File: config.mk
export PLATFORM = sky130hd
export DESIGN_NAME = branch_predict_unit
export DESIGN_NICKNAME = d
export VERILOG_FILES = /design/src/rtl/branch_pkg.sv /design/src/rtl/branch_predict_unit_sat_counter2.sv /design/src/rtl/branch_predict_unit.sv
export SDC_FILE = /design/constraint.sdc
export NUM_CORES = 1
export LEC_CHECK = 0
export BUFFER_PORTS_ARGS = -buffer_cell sky130_fd_sc_hd__buf_4
export CAP_MARGIN = 20
export CORE_ASPECT_RATIO = 1.25
export CORE_UTILIZATION = 47
export CTS_CLUSTER_SIZE = 28
export DETAILED_ROUTE_END_ITERATION = 10
export GPL_ROUTABILITY_DRIVEN = 0
export PLACE_DENSITY = 0.78
export SYNTH_ARGS = -nofsm -noshare
export SYNTH_HDL_FRONTEND = slang
export SYNTH_SLANG_ARGS = --single-unit
File: constraint.sdc
create_clock -name clk -period 1.71 [get_ports clk]
set_input_delay 0 -clock clk [delete_from_list [all_inputs] [get_ports clk]]
set_output_delay 0 -clock clk [all_outputs]
set_load 0.05 [all_outputs]
File: src/rtl/branch_pkg.sv
// Shared definitions for the fetch-side branch predictor: opcode, counter
// encodings and flush FSM states.
package branch_pkg;

  localparam logic [3:0] OP_BRANCH = 4'b0010;

  localparam logic [1:0] SNT = 2'd0;
  localparam logic [1:0] WNT = 2'd1;
  localparam logic [1:0] WT  = 2'd2;
  localparam logic [1:0] ST  = 2'd3;

  typedef enum logic {
    IDLE  = 1'b0,
    FLUSH = 1'b1
  } bpu_state_e;

  function automatic logic predicts_taken(input logic [1:0] ctr);
    return (ctr >= WT);
  endfunction

endpackage

File: src/rtl/branch_predict_unit_sat_counter2.sv
// One 2-bit saturating direction counter; trains toward the resolved outcome
// when enabled and resets to weakly not-taken.
module sat_counter2
  import branch_pkg::*;
(
  input  logic       clk,
  input  logic       reset_n,
  input  logic       en_i,
  input  logic       taken_i,
  output logic [1:0] count_o
);

  logic [1:0] count_q;
  logic [1:0] count_d;

  // Saturating step toward the resolved direction
  always_comb begin
    count_d = count_q;
    if (en_i) begin
      if (taken_i) begin
        count_d = (count_q == ST) ? ST : (count_q + 2'd1);
      end else begin
        count_d = (count_q == SNT) ? SNT : (count_q - 2'd1);
      end
    end else begin
      count_d = count_q;
    end
  end

  // Counter state
  always_ff @(posedge clk or negedge reset_n) begin
    if (!reset_n) begin
      count_q <= WNT;
    end else begin
      count_q <= count_d;
    end
  end

  assign count_o = count_q;

endmodule

File: src/rtl/branch_predict_unit.sv
// Fetch-side branch direction predictor with resolution training, registered
// redirect on mispredict and a multi-cycle flush window.
module branch_predict_unit
  import branch_pkg::*;
#(
  parameter int BITWIDTH     = 32,
  parameter int ENTRIES      = 16,
  parameter int FLUSH_CYCLES = 2
) (
  input  logic                clk,
  input  logic                reset_n,
  input  logic                fetch_valid,
  input  logic [3:0]          fetch_opcode,
  input  logic [BITWIDTH-1:0] fetch_pc,
  input  logic [BITWIDTH-1:0] fetch_target,
  output logic                pred_valid,
  output logic                pred_taken,
  output logic [BITWIDTH-1:0] pred_next_pc,
  input  logic                res_valid,
  input  logic [BITWIDTH-1:0] res_pc,
  input  logic                res_taken,
  input  logic                res_pred_taken,
  input  logic [BITWIDTH-1:0] res_target,
  output logic                redirect_valid,
  output logic [BITWIDTH-1:0] redirect_pc,
  output logic                flush,
  output logic [15:0]         mispredict_count
);

  localparam int IDX = $clog2(ENTRIES);
  localparam int CW  = (FLUSH_CYCLES > 1) ? $clog2(FLUSH_CYCLES) : 1;
  localparam logic [CW-1:0]       FLUSH_LOAD = CW'(FLUSH_CYCLES - 1);
  localparam logic [BITWIDTH-1:0] PC_ONE     = {{(BITWIDTH-1){1'b0}}, 1'b1};

  logic [1:0]         ctr_s [ENTRIES];
  logic [ENTRIES-1:0] upd_en_s;
  logic [IDX-1:0]     fetch_idx_s;
  logic [IDX-1:0]     res_idx_s;
  logic               accept_s;
  logic               mispredict_s;

  bpu_state_e         state_q, state_d;
  logic [CW-1:0]      flush_cnt_q, flush_cnt_d;
  logic               flush_q, flush_d;
  logic               redirect_valid_q, redirect_valid_d;
  logic [BITWIDTH-1:0] redirect_pc_q, redirect_pc_d;
  logic [15:0]        mcount_q, mcount_d;
  logic               pred_valid_q, pred_valid_d;
  logic               pred_taken_q, pred_taken_d;
  logic [BITWIDTH-1:0] pred_next_pc_q, pred_next_pc_d;

  assign fetch_idx_s  = fetch_pc[IDX-1:0];
  assign res_idx_s    = res_pc[IDX-1:0];
  assign accept_s     = res_valid && (state_q == IDLE);
  assign mispredict_s = accept_s && (res_taken != res_pred_taken);

  // Counters are registered, so a same-cycle lookup sees the pre-update value.
  for (genvar g = 0; g < ENTRIES; g++) begin : g_ctr
    assign upd_en_s[g] = accept_s && (res_idx_s == IDX'(g));
    sat_counter2 u_ctr (
      .clk     (clk),
      .reset_n (reset_n),
      .en_i    (upd_en_s[g]),
      .taken_i (res_taken),
      .count_o (ctr_s[g])
    );
  end

  // Lookup next-state; prediction fields hold when no fetch is presented
  always_comb begin
    pred_valid_d   = fetch_valid;
    pred_taken_d   = pred_taken_q;
    pred_next_pc_d = pred_next_pc_q;
    if (fetch_valid) begin
      if (fetch_opcode == OP_BRANCH) begin
        pred_taken_d   = predicts_taken(ctr_s[fetch_idx_s]);
        pred_next_pc_d = pred_taken_d ? fetch_target : (fetch_pc + PC_ONE);
      end else begin
        pred_taken_d   = 1'b0;
        pred_next_pc_d = fetch_pc + PC_ONE;
      end
    end else begin
      pred_taken_d   = pred_taken_q;
      pred_next_pc_d = pred_next_pc_q;
    end
  end

  // Flush FSM, redirect and mispredict counter next-state
  always_comb begin
    state_d          = state_q;
    flush_cnt_d      = flush_cnt_q;
    redirect_valid_d = mispredict_s;
    redirect_pc_d    = redirect_pc_q;
    mcount_d         = mcount_q;
    case (state_q)
      IDLE: begin
        if (mispredict_s) begin
          state_d     = FLUSH;
          flush_cnt_d = FLUSH_LOAD;
        end else begin
          state_d     = IDLE;
        end
      end
      FLUSH: begin
        if (flush_cnt_q == {CW{1'b0}}) begin
          state_d = IDLE;
        end else begin
          flush_cnt_d = flush_cnt_q - {{(CW-1){1'b0}}, 1'b1};
        end
      end
      default: begin
        state_d     = IDLE;
        flush_cnt_d = {CW{1'b0}};
      end
    endcase
    if (mispredict_s) begin
      redirect_pc_d = res_taken ? res_target : (res_pc + PC_ONE);
      mcount_d      = (mcount_q == 16'hFFFF) ? mcount_q : (mcount_q + 16'd1);
    end else begin
      redirect_pc_d = redirect_pc_q;
      mcount_d      = mcount_q;
    end
    flush_d = (state_d == FLUSH);
  end

  // Registered state and outputs
  always_ff @(posedge clk or negedge reset_n) begin
    if (!reset_n) begin
      state_q          <= IDLE;
      flush_cnt_q      <= {CW{1'b0}};
      flush_q          <= 1'b0;
      redirect_valid_q <= 1'b0;
      redirect_pc_q    <= {BITWIDTH{1'b0}};
      mcount_q         <= 16'd0;
      pred_valid_q     <= 1'b0;
      pred_taken_q     <= 1'b0;
      pred_next_pc_q   <= {BITWIDTH{1'b0}};
    end else begin
      state_q          <= state_d;
      flush_cnt_q      <= flush_cnt_d;
      flush_q          <= flush_d;
      redirect_valid_q <= redirect_valid_d;
      redirect_pc_q    <= redirect_pc_d;
      mcount_q         <= mcount_d;
      pred_valid_q     <= pred_valid_d;
      pred_taken_q     <= pred_taken_d;
      pred_next_pc_q   <= pred_next_pc_d;
    end
  end

  assign pred_valid       = pred_valid_q;
  assign pred_taken       = pred_taken_q;
  assign pred_next_pc     = pred_next_pc_q;
  assign redirect_valid   = redirect_valid_q;
  assign redirect_pc      = redirect_pc_q;
  assign flush            = flush_q;
  assign mispredict_count = mcount_q;

endmodule

=== Word level (Yosys, flattened, before mapping) ===
Index checks and enable logic that the tools add are counted.

* Add/subtract/negate cells: 36
* Order comparisons: 2
* Equal/unequal tests: 35
* Muxes and demuxes: 61
* Bitwise logic cells: 3
* Reduce and logical (&&, ||, !) cells: 36

{| class="wikitable"
|+ Operators with widths
! kind !! count
|-
| $mux W2 || 50
|-
| $mux W32 || 3
|-
| $add A32 B1 Y32 const B || 2
|-
| $add A2 B1 Y2 const B || 16
|-
| $eq A2 B2 Y1 const B || 16
|-
| $eq A4 B4 Y1 const B || 8
|-
| $logic_not A2 Y1 || 16
|-
| $sub A2 B1 Y2 const B || 16
|-
| $logic_and A1 B1 Y1 || 18
|-
| $add A16 B1 Y16 const B || 1
|-
| $eq A16 B16 Y1 const B || 1
|-
| $eq A4 B3 Y1 const B || 4
|-
| $eq A4 B2 Y1 const B || 3
|-
| $bmux W2 S4 || 1
|-
| $ge A5 B5 Y1 const B || 1
|-
| $mux W1 || 5
|-
| $not A4 Y5 || 1
|-
| $eq A4 B1 Y1 const B || 1
|-
| $logic_not A4 Y1 || 1
|-
| $pmux W1 S2 || 2
|-
| $ge A2 B2 Y1 const B || 1
|-
| $ne A2 B2 Y1 const B || 1
|-
| $not A1 Y1 || 2
|-
| $reduce_and A2 Y1 || 1
|-
| 2 further kinds || 2
|}

* Flip-flop bits (word level): 117
* Input bits: 138
* Output and inout port bits: 84
* Word-level logic and storage cells: 197

=== Longest topological paths before layout ===
Gate-level depths: netlist (run 1).

* Depth in word-level cells: 7
* Depth in mapped cells: 9
* Gate-level depth less buffers: 7

=== By module ===
Synthesis (run 1) repeated with hierarchy kept, for this count alone.

* Cell total of the unflattened synthesis: 836
* Area, all modules: 7,398.3 um^2

{| class="wikitable"
|+ Modules (own cells, without submodules)
! module !! times used !! cells an instance !! area each (um^2) !! seq. area each (um^2)
|-
| branch_predict_unit || 1 || 660 || 5,576.6 || 2,127.0
|-
| sat_counter2 || 16 || 11 || 113.9 || 51.3
|}

=== Worst setup path after synthesis (run 1) ===
No wires, ideal clock.

* Path type: flip-flop to flip-flop
* Start point: register flush (netlist name)
* End point: register mcount_q[12], in the netlist mispredict_count[12]
* Library setup time: 82 ps
* Arrival time: 1,937 ps
* Data required time: 1,628 ps
* Slack: -308 ps
* Cell stages (with the launch flop): 8
* Buffers on the path: 1
* Period minus slack after synthesis: 2,018 ps
* Cell sequence: dfrtp_1 nor2b_1 clkbuf_1 nand2_1 nor3b_1 nand2_1 nor2_1 xor2_1

{| class="wikitable"
|+ RTL lines
! item !! line !! source
|-
| end signal: assignment || branch_predict_unit.sv:144 || <nowiki>mcount_q <= mcount_d;</nowiki>
|-
| end: declaration || branch_predict_unit.sv:47 || <nowiki>logic [15:0] mcount_q, mcount_d;</nowiki>
|}

=== Final worst setup path (run 1) ===
* Start point: register g_ctr[1].u_ctr.count_q[1]
* End point: register pred_next_pc_q[0], in the netlist pred_next_pc[0]

* Word-level cells in the longest chain between the ends: 6

{| class="wikitable"
|+ Ends and longest elaborated chain
! item !! line !! source
|-
| start: declaration || branch_predict_unit_sat_counter2.sv:13 || <nowiki>logic [1:0] count_q;</nowiki>
|-
| start signal: assignment || branch_predict_unit_sat_counter2.sv:35 || <nowiki>count_q <= count_d;</nowiki>
|-
| $bmux W2 S4 || branch_predict_unit.sv:76 || <nowiki>pred_taken_d = predicts_taken(ctr_s[fetch_idx_s]);</nowiki>
|-
| $mux W2 (implied by the code) (2 in a row) || branch_predict_unit.sv:76 ||
|-
| $ge A2 B2 Y1 || branch_pkg.sv:18 || <nowiki>return (ctr >= WT);</nowiki>
|-
| $mux W32 || branch_predict_unit.sv:77 || <nowiki>pred_next_pc_d = pred_taken_d ? fetch_target : (fetch_pc + PC_ONE);</nowiki>
|-
| $mux W32 || branch_predict_unit.sv:75 || <nowiki>if (fetch_opcode == OP_BRANCH) begin</nowiki>
|-
| end signal: assignment || branch_predict_unit.sv:137 || <nowiki>pred_next_pc_q <= {BITWIDTH{1'b0}};</nowiki>
|-
| end signal: assignment || branch_predict_unit.sv:147 || <nowiki>pred_next_pc_q <= pred_next_pc_d;</nowiki>
|-
| end: declaration || branch_predict_unit.sv:50 || <nowiki>logic [BITWIDTH-1:0] pred_next_pc_q, pred_next_pc_d;</nowiki>
|}

No other way between the ends. The select of a mux whose other input is x is not followed.
A chain may end at the register's enable or synchronous reset.

==> flow_summary.ini, run 1 <==
[critical_path]
critPathKind = flop to flop
slowest_delay_ps = 420
worst-endpoint-arrival_ps = 2350
cp.depth = 5
critical_path_cell_sequence = a2111oi_4 -> and4b_2 -> mux2_4 -> or2_0 -> a31oi_1
critical-path-top-delay-family = compound AO/OA/AOI/OAI gates
cp_slowest_cell = dfrtp_1
worst_r2r_path_depth = 5
crit_path_end_kind = flop
cp_max_fo = 9
worstPathRequired_ps = 2020
cp_num_buf_inv = 0
crit_path_start_kind = flop

[power_and_ir_drop]
power_density_nw_per_um2 = 1070
max-vdd-ir-drop_v = 0.00128
leakage_nw = 4.92

[timing]
finClkSkew_ps = 12.4
finalWorstPathRequiredPeriod_ps = 2040
slew_headroom = 0.607
hold_viol_final = 0
grt_setup_unrepaired = true
setup_ws_ps = -330
drv_slew = 0
finalCritPeriodShare = 1.19
max_slew.worst_pin.slew_ps = 590
setup_total_negative_slack_ps = -8520
timing.fmax_mhz = 490
fin_hold_ws_ps = 25.5
finalSetupViolations = 33

[clocking]
clock_h_tree_levels = 4
cts.repair_timing.setup_buffer_count = 0
tritoncts = built
clkSlewWorstSetupHoldPaths_ps = 60
max-clock-path-buffers = 2
cts-buffers-inserted = 17
source_to_sink_clock_delay_at_the_later_pin_of_the_worst_skew_pair_ps = 420
clock-sinks = 117
cts_root_buffer = clkbuf_16

[route]
routed_wire_length_per_instance_um = 20.1
drt.antenna.violating_nets = 0
wirelength_um = 27000
via_per_inst = 6.07
drt-pass1-iter-count = 5
via_count = 8181
initial_detailed_routing_violation_count = 700
drc_errors = 0

[cells_and_area]
flow.area_growth_from_synthesis_pct = 64.5
cell_area_after_layout_um2 = 11200
final_core_util = 0.804
final_nets = 1302
number_of_standard_cells_in_the_layout_taps_in_and_fillers_out = 1347
fillCellCount = 754
final_layout_size_suffix_gt1_frac = 0.349

[place]
placed_cell_area_um2 = 9130
port_buffers = 221
post-place-cells = 1199
dp_hpwl_um = 14800

[grt]
grt_busiest_layer = met2
global_route.usage.met2 = 0.570
grt_overflow_total = 0
grt.total_usage = 0.338
grt.met3_usage = 0.0886
number_of_antenna_violations_at_the_first_check_in_global_routing = 1
first_global_vias = 8025
grt_pass1_wl_um = 39000
grt_util_met1 = 0.374
grt_start_max_net_pins = 48

[yosys]
post_synth_main_area_contributors = dfrtp_1 (37%), dfstp_2 (6.1%), nand2_1 (5.9%)
synth-warning-count = 0
syn_nets = 926
yosysUniqueCellTypes = 52
synthesis.area_um2 = 6840
async_reset_ff_frac = 1.00
yosys_register_bits = 117
postSynthCellCount = 782
synth-edff-count = 0
syn-mean-instance-area_um2 = 8.75
synth_ff_type = dfrtp_1
yosys.area.top_type_share = 0.369
synth.yosys.seq_area_share = 0.431
synthDominantAreaCellType = dfrtp_1

[hold_path]
hold_path.class = input port to flop
number_of_instances_on_the_worst_hold_path = 4

[outcome]
run_status = finished, violations left
violations = setup timing

[run]
drv_cap = 0

[floorplanning]
floorplan.die_area_um2 = 15000
die_y_um = 137
start_util = 0.489
ios = 222
die_x_um = 110
placeableCoreArea_um2 = 14000
placementRows = 48
-- final cells by class --
class	instances	area, um^2	share of cell area
timing repair buffer	401	3390	0.301
antenna	1	2.50	0.000222
clock buffer	24	492	0.0437
tap	175	219	0.0195
multi-input combinational	606	4020	0.358
sequential	117	2970	0.264
inverter	15	58.8	0.00523
clock inverter	8	100	0.00890
-- worst min-delay path, stage by stage --
cell and delay (ps):
buf_4 100, xnor2_1 70, mux2i_1 120, o21ai_0 100
-- cell families after synthesis --
logic type	share of synthesized area
xor gates and xnor gates	0.0960
buffers and inverters	0.0375
muxes	0.0263
DFF	0.431
AOI/OAI and AO/OA	0.166
adders and majority gates	0.0110
and+or+nand+nor	0.232
-- what timing repair did --
action,CTS,global route
hold buffers,113,0
setup endpoints to repair,43,61
gates resized for setup,16,54
pin swaps,2,7
cloned,2,1
endpoints found under the hold margin,181,0
-- stage by stage --
stage | total power, mW | setup slack, ps
after floorplan | 6.38 | -99.4
after global placement | 7.93 | -173
after detailed placement | 8.00 | -272
after CTS | 11.8 | -183
after global routing | 12.5 | -572
final | 12.1 | -330
-- power by group --
part | switching, mW | internal [mW] | total (mW)
logic | 3.09 | 1.59 | 4.68
clock network | 1.29 | 2.30 | 3.59
registers | 0.438 | 3.38 | 3.82
-- Yosys cell counts (20+ instances only) --
master and n:
o21ai_0 66, a21oi_1 28, clkbuf_1 32, dfrtp_1 101
and3_1 20, xnor2_1 36, nand3_1 62, xor2_1 39
nor2_1 56, nand2_1 107, nand4_1 28, o211ai_1 21
-- registers in the layout, indices dropped and copies added (netlist names) --
| register | cells |
|---|---|
| pred_taken | 1 |
| redirect_pc | 32 |
| flush | 1 |
| redirect_valid | 1 |
| pred_next_pc | 32 |
| mispredict_count | 16 |
| pred_valid | 1 |
| g_ctr.u_ctr.count_o | 32 |
| flush_cnt_q | 1 |
-- path summary, 6_finish.rpt --
check / from / to / slack, ps
hold reg to reg: mispredict_count[9] / mispredict_count[9] / 480
setup / recovery: g_ctr[1].u_ctr.count_o[1] / pred_next_pc[0] / -330
setup reg to reg: g_ctr[1].u_ctr.count_o[1] / pred_next_pc[0] / -330
max in group asynchronous: reset_n / pred_next_pc[24] / 950
hold / removal: res_pc[8] / redirect_pc[8] / 30
min in group asynchronous: reset_n / pred_next_pc[23] / 130
-- routing by layer --
metal | vias up | part of all wire | wire [um]
li1 | 3591 | - | -
met5 | - | 0 | 0
met2 | 555 | 0.50 | 13500
met1 | 3886 | 0.35 | 9540
met4 | 0 | 0.054 | 1450
met3 | 149 | 0.093 | 2520
-- cell usage in the layout (no fill, tap or decap), types with 35 or more instances in the layout --
| cell type | instances |
|---|---|
| nor2_1 | 54 |
| o21ai_0 | 61 |
| xnor2_1 | 35 |
| xor2_1 | 39 |
| nand2_1 | 105 |
| dfrtp_1 | 87 |
| buf_4 | 276 |
| dlygate4sd3_1 | 112 |
| nand3_1 | 62 |
(Power assumes the default switching activity.)
==> run 2, diff against run 1 <==
Settings changed: CORE_ASPECT_RATIO 1.25 to 0.9.
Clock period 1.71 ns to 1.75 ns, I/O delays scaled along.
==> run 2 against run 1 <==
The flow still finishes with violations (setup timing). Combinational power shrank 2%. Register-to-register slack gained 50 ps. Maximum frequency grew 0.65%. First-iteration DRC count grew 48%. Critical path depth is the same. Via count is essentially flat. Cell area shrank 0.60%. Global-route usage grew 1.7 points. Count of clock-buffer cells in the layout shrank 5. Clock skew shrank 3.6 ps. Total power grew 2.3%.
==> flow_summary.ini, run 2 (synthesis gave the netlist of run 1 again) <==
[critical_path]
crit_path_end_kind = flop
worst_r2r_path_depth = 5
reg2reg_setup_slack_ps = -280
worstPathRequired_ps = 2020
cp_max_fo = 19
cp_num_buf_inv = 1
critical_path.reg2reg.endpoint = pred_next_pc[22]
cp_slowest_cell = o31ai_1
critical_path_cell_sequence = a2111oi_4 -> and4b_1 -> mux2_4 -> buf_6 -> o31ai_1
crit_path_start_kind = flop
worst-endpoint-arrival_ps = 2290
critical-path-top-delay-family = compound AO/OA/AOI/OAI gates
slowest_delay_ps = 430
critPathKind = flop to flop
crit-reg2reg-launch = g_ctr[1].u_ctr.count_o[1]

[grt]
grt.total_usage = 0.355
number_of_antenna_violations_at_the_first_check_in_global_routing = 0
grt_start_max_net_pins = 118
first_global_vias = 7962
grt_overflow_total = 0
grt_pass1_wl_um = 40900

[cells_and_area]
final_layout_size_suffix_gt1_frac = 0.343
mostFrequentLayoutCells = buf_4 (275), dlygate4sd3_1 (107), nand2_1 (105), dfrtp_1 (87)
final_nets = 1294
fillCellCount = 829
number_of_standard_cells_in_the_layout_taps_in_and_fillers_out = 1356
mostFrequentLayoutCell = buf_4
insertedDiodeCount = 0
flow.area_growth_from_synthesis_pct = 63.5
cell_area_after_layout_um2 = 11200

[power_and_ir_drop]
leakage_nw = 4.86
power_density_nw_per_um2 = 1110
p_int_mw = 7.52
power.switching_fraction = 0.392
pwr-share-comb = 0.372
max-vdd-ir-drop_v = 0.000881
pwr-share-seq = 0.305
netSwitchingPower_mw = 4.84
power.share.clock = 0.323

[clocking]
clkSlewWorstSetupHoldPaths_ps = 60
max-clock-path-buffers = 2
cts-buffers-inserted = 17
clock-sinks = 117
source_to_sink_clock_delay_at_the_later_pin_of_the_worst_skew_pair_ps = 410
clock_h_tree_levels = 4
tritoncts = built
cts_root_buffer = clkbuf_16

[route]
wirelength_um = 27600
via_per_inst = 6.03
routed_wire_length_per_instance_um = 20.4
drt.antenna.violating_nets = 0
via_count = 8183
initial_detailed_routing_violation_count = 1033
drc_errors = 0
drt-pass1-iter-count = 7

[place]
port_buffers = 221
post-place-cells = 1212
placed_cell_area_um2 = 9170
place_ws_ps = -204
dp_hpwl_um = 15100

[floorplanning]
start_util = 0.485
placeableCoreArea_um2 = 14100
floorplan.die_area_um2 = 15000
die_y_um = 116
die_x_um = 129
ios = 222
placementRows = 41

[timing]
setup_ws_ps = -277
finalWorstPathRequiredPeriod_ps = 2030
hold_viol_final = 0
grt_setup_unrepaired = true
drv_slew = 0
setup_total_negative_slack_ps = -4440
finalSetupViolations = 32
max_slew.worst_pin.slew_ps = 653
slew_headroom = 0.564
finClkSkew_ps = 8.77
finalCritPeriodShare = 1.16
timing.fmax_mhz = 493

[outcome]
violations = setup timing
run_status = finished, violations left

[hold_path]
hold_path.class = input port to flop
hold_path.startpoint = fetch_pc[4]
hold-path-endpoint = pred_next_pc[4]
number_of_instances_on_the_worst_hold_path = 3

[run]
drv_cap = 0
-- run 2: per-stage QoR --
| step | util | power [mW] | hold slack (ps) |
|---|---|---|---|
| after detailed placement | 0.650 | 7.86 | 153 |
| after global routing | 0.793 | 12.8 | 38.1 |
| after global placement | 0.650 | 7.80 | 153 |
| after CTS | 0.781 | 12.1 | 3.80 |
| after floorplan | - | 6.24 | -296 |
| final | 0.793 | 12.4 | 36.8 |
-- run 2: power groups by stage --
stage          logic, mW  registers, mW  clock network (mW)
2_1_floorplan      0.868           5.37                   0
3_3_place_gp        4.09           3.72                   0
3_5_place_dp        4.14           3.72                   0
4_1_cts             4.38           3.71                3.99
5_1_grt             4.79           3.82                4.15
6_report            4.59           3.77                4.00
-- run 2: repair_timing --
item | CTS | global route
endpoints found under the hold margin | 166 | 0
pin swaps | 6 | 11
endpoints found under the setup margin | 43 | 72
hold buffers | 107 | 0
setup buffers | 3 | 2
gates resized for setup | 22 | 29
-- run 2: how the worst max path moves through the flow --
stage	cells past startpoint	start	slack [ps]	to
6_report	5	g_ctr[1].u_ctr.count_o[1]	-280	pred_next_pc[22]
5_1_grt	6	g_ctr[1].u_ctr.count_o[1]	-310	pred_next_pc[22]
4_1_cts	7	g_ctr[0].u_ctr.count_o[1]	-160	pred_next_pc[27]
3_5_place_dp	9	fetch_opcode[0]	-200	pred_next_pc[3]
3_3_place_gp	7	g_ctr[0].u_ctr.count_o[1]	-180	pred_next_pc[29]
2_1_floorplan	7	g_ctr[0].u_ctr.count_o[1]	-60	pred_next_pc[0]
-- run 2: area by class of cell --
cell class,instances,area (um^2),share of cell area
Multi-Input combinational cell,604,3900,0.349
Timing Repair Buffer,395,3360,0.300
Inverter,15,56.3,0.00504
Sequential cell,117,2970,0.265
Clock inverter,13,230,0.0206
Clock buffer,19,433,0.0387
Tap cell,193,241,0.0216
-- run 2: tightest hold or removal path, stage by stage --
cell and delay [ps]:
buf_4 100, xor2_1 80, o311ai_2 220
-- run 2: metal layers --
layer / wire [um] / vias up / track usage
met1: 10200 / 3895 / 0.425
met4: 1290 / 0 / 0.188
met5: 0 / - / 0
met2: 13400 / 592 / 0.594
met3: 2740 / 133 / 0.0916
li1: - / 3563 / -
